==> config.mk <==
export PLATFORM = sky130hd
export DESIGN_NAME = serial_word_adder_flat
export DESIGN_NICKNAME = d
export VERILOG_FILES = /design/src/rtl/serial_word_adder_pkg.sv /design/src/rtl/serial_word_adder_if.sv /design/src/rtl/serial_word_adder_nibble_adder.sv /design/src/rtl/serial_word_adder.sv /design/src/flat_wrapper.sv
export SDC_FILE = /design/constraint.sdc
export NUM_CORES = 1
export LEC_CHECK = 0
export ABC_CLOCK_PERIOD_IN_PS = 5700
export BUFFER_PORTS_ARGS = -buffer_cell sky130_fd_sc_hd__buf_2
export CAP_MARGIN = 10
export CORE_ASPECT_RATIO = 1.5
export CORE_MARGIN = 1.5
export CORE_UTILIZATION = 45
export CTS_CLUSTER_SIZE = 12
export DETAILED_ROUTE_END_ITERATION = 12
export GPL_TIMING_DRIVEN = 0
export HOLD_SLACK_MARGIN = 0.08
export MAX_ROUTING_LAYER = met4
export PLACE_DENSITY = 0.78
export REMOVE_ABC_BUFFERS = 1
export SLEW_MARGIN = 20
export SYNTH_ARGS = -nofsm -noshare
export SYNTH_HDL_FRONTEND = slang
export SYNTH_SLANG_ARGS = --single-unit
export TNS_END_PERCENT = 30
==> constraint.sdc <==
create_clock -name clk -period 5.7 [get_ports clk]
set_input_delay 0 -clock clk [delete_from_list [all_inputs] [get_ports clk]]
set_output_delay 0 -clock clk [all_outputs]
set_load 0.005 [all_outputs]
==> src/rtl/serial_word_adder_pkg.sv <==
// Shared definitions for the serial word adder slice.
// Provides:
//   SLICE_W    width of the single ripple slice reused every cycle
//   state_t    controller state encoding
//   ADD / SUB  values of the mode input
package serial_word_adder_pkg;

   localparam int SLICE_W = 4;

   typedef enum logic [1:0] {
      IDLE = 2'd0,
      RUN  = 2'd1,
      DONE = 2'd2
   } state_t;

   localparam logic ADD = 1'b0;
   localparam logic SUB = 1'b1;

endpackage

==> src/rtl/serial_word_adder_if.sv <==
// Handshake and data bundle between the sequencing control logic and the
// serial word adder.
//   master : control side  - drives start/mode/a/b, observes status/result
//   slave  : adder side    - receives request, returns busy/done/sum/cout/ovf
interface serial_word_adder_if #(
   parameter int WIDTH = 16
) ();

   logic             start;
   logic             mode;
   logic [WIDTH-1:0] a;
   logic [WIDTH-1:0] b;
   logic             busy;
   logic             done;
   logic [WIDTH-1:0] sum;
   logic             cout;
   logic             ovf;

   modport master (
      output start, mode, a, b,
      input  busy, done, sum, cout, ovf
   );

   modport slave (
      input  start, mode, a, b,
      output busy, done, sum, cout, ovf
   );

endinterface

==> src/rtl/serial_word_adder_nibble_adder.sv <==
// Combinational 4-bit ripple-carry slice.
// Ports:
//   a, b  in   slice operands
//   cin   in   carry into bit 0
//   s     out  slice sum
//   cout  out  carry out of bit 3
//   c3    out  carry into bit 3 (with cout gives signed overflow)
module nibble_adder
   import serial_word_adder_pkg::*;
(
   input  logic [SLICE_W-1:0] a,
   input  logic [SLICE_W-1:0] b,
   input  logic               cin,
   output logic [SLICE_W-1:0] s,
   output logic               cout,
   output logic               c3
);

   logic [SLICE_W:0] c;

   always_comb begin
      c    = '0;
      s    = '0;
      c[0] = cin;
      for (int i = 0; i < SLICE_W; i++) begin
         s[i]   = a[i] ^ b[i] ^ c[i];
         c[i+1] = (a[i] & b[i]) | (a[i] & c[i]) | (b[i] & c[i]);
      end
   end

   assign cout = c[SLICE_W];
   assign c3   = c[SLICE_W-1];

endmodule

==> src/rtl/serial_word_adder.sv <==
// Multi-cycle WIDTH-bit adder/subtractor built around one 4-bit ripple slice.
// One nibble is processed per clock, least significant first, with the
// inter-slice carry held in a flop.
// Ports:
//   clk   in   rising-edge clock
//   rst   in   asynchronous active-high reset
//   bus   slave modport: start/mode/a/b in, busy/done/sum/cout/ovf out
//
// state | meaning
// ------+--------------------------------------------------------------
// IDLE  | waiting for start; previous result held
// RUN   | one slice per cycle, idx selects the nibble
// DONE  | single cycle, done=1; start here chains straight into RUN
module serial_word_adder
   import serial_word_adder_pkg::*;
#(
   parameter int WIDTH = 16
) (
   input logic               clk,
   input logic               rst,
   serial_word_adder_if.slave bus
);

   localparam int NSLICE = WIDTH / SLICE_W;
   localparam int IDX_W  = $clog2(NSLICE);

   if ((WIDTH % SLICE_W) != 0 || WIDTH < 8) begin : g_width_check
      $error("serial_word_adder: WIDTH must be a multiple of 4 and >= 8");
   end

   state_t             state_q, state_d;
   logic [WIDTH-1:0]   opa_q, opb_q, sum_q;
   logic [IDX_W-1:0]   idx_q;
   logic               carry_q, cout_q, ovf_q;
   logic               busy, done;

   logic               start_acc, last_slice;
   int                 lsb;
   logic [SLICE_W-1:0] slice_a, slice_b, slice_s;
   logic               slice_cout, slice_c3;

   // start is honoured only when the datapath is not mid-operation
   assign start_acc  = bus.start && (state_q == IDLE || state_q == DONE);
   assign last_slice = (idx_q == IDX_W'(NSLICE - 1));

   always_comb begin
      lsb     = int'(idx_q) * SLICE_W;
      slice_a = opa_q[lsb +: SLICE_W];
      slice_b = opb_q[lsb +: SLICE_W];
   end

   nibble_adder u_nibble (
      .a    (slice_a),
      .b    (slice_b),
      .cin  (carry_q),
      .s    (slice_s),
      .cout (slice_cout),
      .c3   (slice_c3)
   );

   always_ff @(posedge clk or posedge rst) begin
      if (rst) state_q <= IDLE;
      else     state_q <= state_d;
   end

   always_comb begin
      state_d = state_q;
      case (state_q)
         IDLE:    if (bus.start) state_d = RUN;
         RUN:     if (last_slice) state_d = DONE;
         DONE:    state_d = bus.start ? RUN : IDLE;
         default: state_d = IDLE;
      endcase
   end

   always_comb begin
      busy = 1'b0;
      done = 1'b0;
      case (state_q)
         RUN:     busy = 1'b1;
         DONE:    done = 1'b1;
         default: ;
      endcase
   end

   // Subtract is a + ~b + 1: invert B once at capture and seed the carry
   always_ff @(posedge clk or posedge rst) begin
      if (rst) begin
         opa_q   <= '0;
         opb_q   <= '0;
         carry_q <= 1'b0;
         idx_q   <= '0;
         sum_q   <= '0;
         cout_q  <= 1'b0;
         ovf_q   <= 1'b0;
      end else if (start_acc) begin
         opa_q   <= bus.a;
         opb_q   <= bus.b ^ {WIDTH{bus.mode == SUB}};
         carry_q <= (bus.mode == SUB);
         idx_q   <= '0;
         sum_q   <= '0;
         cout_q  <= 1'b0;
         ovf_q   <= 1'b0;
      end else if (state_q == RUN) begin
         sum_q[lsb +: SLICE_W] <= slice_s;
         carry_q               <= slice_cout;
         if (last_slice) begin
            idx_q  <= '0;
            cout_q <= slice_cout;
            ovf_q  <= slice_c3 ^ slice_cout;
         end else begin
            idx_q  <= idx_q + 1'b1;
         end
      end
   end

   assign bus.busy = busy;
   assign bus.done = done;
   assign bus.sum  = sum_q;
   assign bus.cout = cout_q;
   assign bus.ovf  = ovf_q;

endmodule

==> src/flat_wrapper.sv <==
// flat-port wrapper written by rule: the top's interface ports become plain ports
module serial_word_adder_flat import serial_word_adder_pkg::*;
#(
   parameter int WIDTH = 16
)
  (clk, rst, bus_start, bus_mode, bus_a, bus_b, bus_busy, bus_done, bus_sum, bus_cout, bus_ovf);
  serial_word_adder_if #(.WIDTH(WIDTH)) bus_i ();
  input logic clk;
  input logic rst;
  input wire logic [$bits(bus_i.start)-1:0] bus_start;
  input wire logic [$bits(bus_i.mode)-1:0] bus_mode;
  input wire logic [$bits(bus_i.a)-1:0] bus_a;
  input wire logic [$bits(bus_i.b)-1:0] bus_b;
  output wire logic [$bits(bus_i.busy)-1:0] bus_busy;
  output wire logic [$bits(bus_i.done)-1:0] bus_done;
  output wire logic [$bits(bus_i.sum)-1:0] bus_sum;
  output wire logic [$bits(bus_i.cout)-1:0] bus_cout;
  output wire logic [$bits(bus_i.ovf)-1:0] bus_ovf;
  assign bus_i.start = bus_start;
  assign bus_i.mode = bus_mode;
  assign bus_i.a = bus_a;
  assign bus_i.b = bus_b;
  assign bus_busy = bus_i.busy;
  assign bus_done = bus_i.done;
  assign bus_sum = bus_i.sum;
  assign bus_cout = bus_i.cout;
  assign bus_ovf = bus_i.ovf;
  serial_word_adder #(.WIDTH(WIDTH)) u_core (.clk(clk), .rst(rst), .bus(bus_i));
endmodule
==> results of run 1 <==
-- layout make-up --
class	count	area, um^2
Timing Repair Buffer	89	626
Clock buffer	6	72.6
Tap cell	72	90.1
Clock inverter	2	12.5
Fill cell	506	2420
Inverter	12	45.0
Sequential cell	55	1380
Multi-Input combinational cell	164	1180
-- logic make-up after synthesis --
kind of cell	count (synthesis)	synth area share (%)
AND/OR/NAND/NOR	92	15.6
buffers and inverters	27	6.07
multiplexers	8	7.58
AO/OA/AOI/OAI	39	9.93
adder cells (fa/ha/maj)	8	4.78
flip-flops	55	50.6
XOR/XNOR	17	5.47
-- metrics by stage --
stage / instances / power (mW) / hold WS, ns / setup slack (ns) / util (%)
floorplan: 231 / 1.22 / 0.105 / 2.74 / -
global placement: 358 / 1.44 / 0.194 / 2.39 / 50.9
detailed placement: 359 / 1.48 / 0.124 / 2.30 / 51.3
CTS: 400 / 1.70 / 0.260 / 2.28 / 58.4
global route: 400 / 1.84 / 0.286 / 2.11 / 58.4
finish: 400 / 1.69 / 0.263 / 2.30 / 58.4
-- cells in the final DEF (no fill, tap or decap), types with 2 or more instances in the layout --
cell type / Yosys / final
inv_1: 12 / 11
o31ai_1: 4 / 4
a21oi_2: 2 / 2
o41ai_1: 4 / 4
mux4_1: 7 / 7
nor2_1: 3 / 3
nand2_1: 67 / 67
ha_1: 4 / 4
buf_2: 3 / 55
nand3_1: 9 / 9
o21ai_0: 18 / 18
dlygate4sd3_1: 0 / 33
clkbuf_8: 0 / 5
nand3b_1: 2 / 2
xnor2_1: 16 / 16
fa_1: 4 / 4
dfrtp_1: 55 / 55
nand2b_4: 2 / 2
o2bb2ai_1: 7 / 7
-- power groups by stage --
stage                     Sequential, mW  Clock (mW)  Combinational (mW)
after global routing               0.700       0.230               0.905
after detailed placement           0.687           0               0.796
final                              0.678       0.209               0.803
after CTS                          0.678       0.212               0.814
after global placement             0.674           0               0.769
after floorplan                    0.652           0               0.566
-- sequential cells by signal, summed over array words and instances, names as in the netlist --
register	flops
u_core.bus.cout	1
u_core.bus.ovf	1
u_core.idx_q	2
u_core.opb_q	16
u_core.state_q	2
u_core.carry_q	1
u_core.opa_q	16
u_core.bus.sum	16
-- worst max-delay path: cells and delay by family (launching register included) --
kind	cells	cell delay, ns
AOI/OAI and AO/OA	1	0.39
adders and majority gates	4	1.30
DFF	1	0.85
buffers and inverters	1	0.07
muxes	1	0.66
-- per-layer routing --
| metal | track usage, % | vias up | part of all wire, % |
|---|---|---|---|
| li1 | - | 990 | - |
| met1 | 20.9 | 965 | 40 |
| met2 | 35.0 | 48 | 56 |
| met3 | 2.76 | 6 | 2.7 |
| met4 | 4.55 | 0 | 1.1 |
| met5 | - | - | 0 |
-- path summary, 6_finish.rpt --
path                                 start                  to  slack [ns]  cells after the start
max                        u_core.idx_q[0]  u_core.bus.sum[11]        2.30                      7
min                               bus_mode     u_core.opb_q[1]        0.26                      3
max reg2reg                u_core.idx_q[0]  u_core.bus.sum[11]        2.30                      7
min reg2reg                u_core.opa_q[5]     u_core.opa_q[5]        0.47                      2
min in group asynchronous              rst    u_core.opa_q[14]        0.34                      3
max in group asynchronous              rst     u_core.opa_q[9]        4.79                      4
==> flow_summary.toml, run 1 <==
[clocking]
cts_root_buffer = "clkbuf_8"
h-tree-depth = 2
numCtsBuffers = 5
clk_pin_slew_ns = 0.10
cts_tree = "built"
clk_path_buf_depth = 2
ctsHoldBuffers = 33
clk-insertion-delay-late_ns = 0.30
clock_sinks = 55
cts_resized = 0
post_cts_buffers = 0

[placed_design]
dpl_cell_area_um2 = 2990
hpwl_um = 3800
place_congestion = 0.801
io_buffers = 55

[pwr]
swShare_pct = 40.5
p_sw_mw = 0.683
power_frac_seq_pct = 40.1
p_int_mw = 1.01
power_density_nw_per_um2 = 496
leakagePower_nw = 1.67
clock_power_share_pct = 12.3
combPwrFrac_pct = 47.5
vdd_drop_max_uv = 235

[logic_synthesis]
synth.most_common_cell = "nand2_1"
synthesis.instances = 246
syn_area_per_cell_um2 = 11.1
ys_seq_area_share_pct = 50.6
synth_edf_count = 0
ys.flop_type = "dfrtp_1"
yosysWarningCount = 0
ys_async_sr_fraction_pct = 100
synth_top_area_cell = "dfrtp_1"
synth_area_leaders = "dfrtp_1 51%, nand2_1 9.2%, mux4_1 6.8%"
synth_cell_types = 37
synth.top_cell.area_share_pct = 50.6
ys_seq_elements = 55
netlist_area_um2 = 2720
ys_top_cells_by_count = "67 x nand2_1, 55 x dfrtp_1, 18 x o21ai_0"

[final_layout]
layout.nets = 371
drive_above_1_share_pct = 22.3
syn_to_final_growth_pct = 25.0
fin_area_um2 = 3400
antenna_cells = 0

[drt]
num_vias = 2009
drc = 0
routed_wl_um = 5550
vias_per_cell = 5.02
ant_nets = 0
drt-wirelength-per-cell_um = 13.9
first_pass_iters = 4
drtIter0Drc = 93

[job]
max-cap-violations = 0

[global_route]
first_global_vias = 2122
antenna_found_initial = 0
grt.overflow.total = 0
grt_max_degree = 59
grt_pass1_wl_um = 9360
grt_use_total_pct = 19.0

[setup_path]
endpoint_kind = "flop"
critPathKind = "reg2reg"
crit_arrival_ns = 3.59
cp_max_fo = 18
start_kind = "flop"
max_stage_delay_ns = 0.85
path_common_cell = "fa_1"
cpMaxStageDelayCell = "dfrtp_1"
worstPathRequired_ns = 5.89
worstPathCellList = "mux4_1, fa_1, inv_1, fa_1, fa_1, fa_1, o41ai_1"

[sta]
skew_ns = 0.0143
fin_crit_ns = 3.40
slew_violations = 0
max_slew_margin_pct = 36.9
tns_ns = 0
final_hold_viol_count = 0
rsz0062_at_grt = "no"
setup_violations = 0
worst_pin_slew_ns = 0.942
max_freq_mhz = 294
finalCritPeriodShare_pct = 59.7

[floorplan]
start_util_pct = 46.7
die_h_um = 98.3
fp.dieW_um = 66.5
rows = 34
dieArea_um2 = 6540
io_pins = 56
core_area_um2 = 5830

[status]
outcome = "finished clean"

[worst_hold_path]
hold_class = "in2reg"
No activity file was read; power rests on OpenSTA's default activity.
==> run 2: changes to the inputs <==
Settings changed: ABC_CLOCK_PERIOD_IN_PS 5700 to 3360.
Clock period 5.7 ns to 3.36 ns, I/O delays scaled along.
==> flow_summary.toml, run 2 (same netlist as run 1, synthesis figures left out) <==
[job]
max-cap-violations = 0

[global_route]
grt_use_total_pct = 19.0
antenna_found_initial = 0
met1_usage_pct = 20.9
first_global_vias = 2122
grt.busiest_layer = "met2"
grt_max_degree = 59
grt.overflow.total = 0
grt_pass1_wl_um = 9360
grtUsageMet3_pct = 2.76
grt.met2_usage_pct = 35.0

[setup_path]
critPathKind = "reg2reg"
worstPathRequired_ns = 3.55
path_common_cell = "fa_1"
start_kind = "flop"
reg2reg_depth = 7
max_stage_delay_ns = 0.65
r2r-start = "u_core.idx_q[0]"
cp_max_fo = 18
worstPathCellList = "mux4_1, fa_1, inv_1, fa_1, fa_1, fa_1, o41ai_1"
rrSetupSlack_ns = 0.20
crit_arrival_ns = 3.35
crit_start = "u_core.idx_q[0]"
endpoint_kind = "flop"
cpMaxStageDelayCell = "dfrtp_2"

[floorplan]
core_area_um2 = 5830
rows = 34
fp.dieW_um = 66.5
start_util_pct = 46.7
dieArea_um2 = 6540
io_pins = 56
die_h_um = 98.3

[pwr]
vdd_drop_max_uv = 399
p_sw_mw = 1.16
power_frac_seq_pct = 40.2
clock_power_share_pct = 12.3
p_int_mw = 1.71
swShare_pct = 40.4
combPwrFrac_pct = 47.5
power_density_nw_per_um2 = 842
leakagePower_nw = 1.66

[sta]
finalCritPeriodShare_pct = 94.0
max_freq_mhz = 317
fin_crit_ns = 3.16
rsz0062_at_grt = "no"
max_slew_margin_pct = 36.9
hold_slack_ns = 0.263
final_hold_viol_count = 0
setup_violations = 0
worst_pin_slew_ns = 0.942
setup_ws_ns = 0.201
skew_ns = 0.0143
slew_violations = 0

[clocking]
clk_pin_slew_ns = 0.10
h-tree-depth = 2
numCtsBuffers = 5
clk-insertion-delay-late_ns = 0.30
cts_tree = "built"
cts_root_buffer = "clkbuf_8"
clock_sinks = 55
clk_path_buf_depth = 2

[placed_design]
place_congestion = 0.801
hpwl_um = 3800
pre_cts_ws_ns = -0.0394
io_buffers = 55
dpl_cell_area_um2 = 2990

[drt]
vias_per_cell = 5.02
drc = 0
first_pass_iters = 4
drtIter0Drc = 93
drt-wirelength-per-cell_um = 13.9
routed_wl_um = 5550
ant_nets = 0
num_vias = 2009

[worst_hold_path]
holdPathStages = 3
hp-start = "bus_mode"
hold_class = "in2reg"

[status]
outcome = "finished clean"

[final_layout]
nFillCells = 505
layout.nets = 371
fin_area_um2 = 3400
layout_common_cells = "67 x nand2_1, 55 x buf_2, 54 x dfrtp_1"
layout_commonest_cell = "nand2_1"
drive_above_1_share_pct = 22.6
syn_to_final_growth_pct = 25.0
antenna_cells = 0
final_core_util_pct = 58.4
-- run 2: final timing paths --
kind,end
max,u_core.bus.sum[11]
min,u_core.opb_q[1]
max reg2reg,u_core.bus.sum[11]
min reg2reg,u_core.opa_q[5]
max in group asynchronous,u_core.opa_q[9]
min in group asynchronous,u_core.opa_q[14]
-- run 2: worst max-delay path, delay by kind of cell (launching register included) --
kind                       cells  cell delay (ns)
adders and majority gates      4             1.30
muxes                          1             0.62
AOI/OAI and AO/OA              1             0.39
DFF                            1             0.65
buffers and inverters          1             0.07
-- run 2: what timing repair did --
| item | 4_1_cts | 5_1_grt |
|---|---|---|
| setup endpoints to repair | 1 | 0 |
| buffers inserted | 0 | 0 |
| gates resized for setup | 1 | 0 |
| hold endpoints to repair | 61 | 0 |
| hold buffers | 33 | 0 |
-- run 2: per-stage QoR --
step / total power [mW] / setup TNS, ns / instances
after detailed placement: 2.52 / -0.0394 / 359
after floorplan: 2.07 / 0 / 231
after global routing: 3.11 / 0 / 400
final: 2.87 / 0 / 400
after global placement: 2.45 / 0 / 358
after CTS: 2.89 / 0 / 400
-- run 2: routing by layer --
| layer | wire length [um] | share of wire (%) |
|---|---|---|
| met4 | 61 | 1.1 |
| met2 | 3100 | 56 |
| met5 | 0 | 0 |
| met3 | 148 | 2.7 |
| met1 | 2240 | 40 |
-- run 2: area by class of cell --
| class | instances | area (um^2) | area share [%] |
|---|---|---|---|
| multi-input combinational | 164 | 1180 | 34.7 |
| tap | 72 | 90.1 | 2.65 |
| sequential | 55 | 1380 | 40.5 |
| inverter | 12 | 45.0 | 1.32 |
| clock buffer | 6 | 72.6 | 2.13 |
| timing repair buffer | 89 | 626 | 18.4 |
| clock inverter | 2 | 12.5 | 0.368 |
-- run 2: power by group through the flow --
stage	clock [mW]	sequential, mW	combinational [mW]
after floorplan	0	1.11	0.960
final	0.354	1.15	1.36
after CTS	0.360	1.15	1.38
after global placement	0	1.14	1.31
after detailed placement	0	1.17	1.35
after global routing	0.391	1.19	1.53
==> run 3: changes to the inputs <==
Settings changed: CORE_UTILIZATION 45 to 54, PLACE_DENSITY 0.78 to 0.89.
==> flow_summary.toml, run 3 (same netlist as run 1, synthesis figures left out) <==
[status]
outcome = "finished clean"

[drt]
first_pass_iters = 4
num_vias = 2064
vias_per_cell = 5.27
ant_nets = 0
drc = 0
drtIter0Drc = 108
drt-wirelength-per-cell_um = 14.0
routed_wl_um = 5500

[placed_design]
hpwl_um = 3740
dpl_cell_area_um2 = 2980
pre_cts_ws_ns = -0.0525
io_buffers = 55
place_congestion = 0.838

[clocking]
post_cts_buffers = 0
clk_path_buf_depth = 2
clk_pin_slew_ns = 0.09
h-tree-depth = 2
numCtsBuffers = 5
clock_sinks = 55
cts_root_buffer = "clkbuf_8"
clk-insertion-delay-late_ns = 0.31
cts_tree = "built"

[worst_hold_path]
holdPathStages = 3
hold_end = "u_core.opb_q[2]"
hp-start = "bus_mode"
hold_class = "in2reg"

[sta]
final_hold_viol_count = 0
fin_crit_ns = 3.15
skew_ns = 0.00699
slew_violations = 0
max_slew_margin_pct = 32.2
setup_ws_ns = 0.209
finalCritPeriodShare_pct = 93.8
rsz0062_at_grt = "no"
setup_violations = 0
max_freq_mhz = 317
worst_pin_slew_ns = 1.01

[floorplan]
io_pins = 56
dieArea_um2 = 5490
die_h_um = 90.0
core_area_um2 = 4850
rows = 31
start_util_pct = 56.2
fp.dieW_um = 61.0

[final_layout]
final_core_util_pct = 69.9
fin_area_um2 = 3390
layout_commonest_cell = "nand2_1"
nFillCells = 368
antenna_cells = 0
syn_to_final_growth_pct = 24.4
layout_common_cells = "67 x nand2_1, 55 x buf_2, 54 x dfrtp_1"
drive_above_1_share_pct = 22.4
layout.nets = 371

[pwr]
power_density_nw_per_um2 = 845
leakagePower_nw = 1.66
vdd_drop_max_uv = 375

[setup_path]
worstPathRequired_ns = 3.55
rrSetupSlack_ns = 0.21
r2r-start = "u_core.idx_q[0]"
reg2reg_depth = 7
start_kind = "flop"
cp_max_fo = 18
crit_arrival_ns = 3.35
r2r-end = "u_core.bus.sum[11]"
endpoint_kind = "flop"
critPathKind = "reg2reg"

[global_route]
grt_pass1_wl_um = 9410
grt.overflow.total = 0
grt_max_degree = 59
antenna_found_initial = 0
first_global_vias = 2130
grt_use_total_pct = 23.5

[job]
max-cap-violations = 0
==> run 3: through the flow <==
stage | instances | total power [mW] | TNS [ns] | hold WS [ns]
2_1_floorplan | 231 | 2.07 | 0 | 0.105
3_3_place_gp | 352 | 2.43 | 0 | 0.192
3_5_place_dp | 353 | 2.51 | -0.0525 | 0.0268
4_1_cts | 392 | 2.88 | 0 | 0.239
5_1_grt | 392 | 3.11 | 0 | 0.278
6_report | 392 | 2.86 | 0 | 0.240
==> run 3: final cells by class <==
cell class | instances | area (um^2) | share of cell area (%)
repair buffers | 89 | 626 | 18.5
clock inverters | 1 | 7.51 | 0.222
flip-flops and latches | 55 | 1380 | 40.7
inverters | 12 | 45.0 | 1.33
well taps | 66 | 82.6 | 2.44
multi-input cells | 164 | 1180 | 34.9
clock buffers | 5 | 68.8 | 2.03
==> run 3: worst max-delay path: stages (launching register included) <==
cell	delay, ns
dfrtp_2	0.63
mux4_1	0.63
fa_1	0.37
inv_1	0.07
fa_1	0.19
fa_1	0.23
fa_1	0.51
o41ai_1	0.40
==> run 3: timing repair <==
| item | CTS | global route |
|---|---|---|
| endpoints found under the setup margin | 1 | 0 |
| hold buffers | 33 | 0 |
| hold endpoints to repair | 87 | 0 |
| gates resized for setup | 1 | 0 |
==> run 3: how the worst max path moves through the flow <==
stage                    endpoint  slack [ns]            start
2_1_floorplan  u_core.bus.sum[11]        0.40  u_core.idx_q[0]
3_5_place_dp   u_core.bus.sum[11]       -0.05  u_core.idx_q[0]
5_1_grt        u_core.bus.sum[11]        0.04  u_core.idx_q[0]
3_3_place_gp   u_core.bus.sum[11]        0.09  u_core.idx_q[0]
4_1_cts        u_core.bus.sum[11]        0.17  u_core.idx_q[0]
6_report       u_core.bus.sum[11]        0.21  u_core.idx_q[0]
==> run 3: power breakdown <==
| part | internal (mW) | switching [mW] |
|---|---|---|
| Combinational | 0.622 | 0.752 |
| Clock | 0.139 | 0.202 |
| Sequential | 0.939 | 0.211 |
==> run 3: layer usage <==
metal	vias up	track usage [%]	routed length (um)
met5	-	-	0
met4	0	10.1	181
met3	20	4.60	201
met2	60	38.9	2940
met1	993	26.8	2180
li1	991	-	-
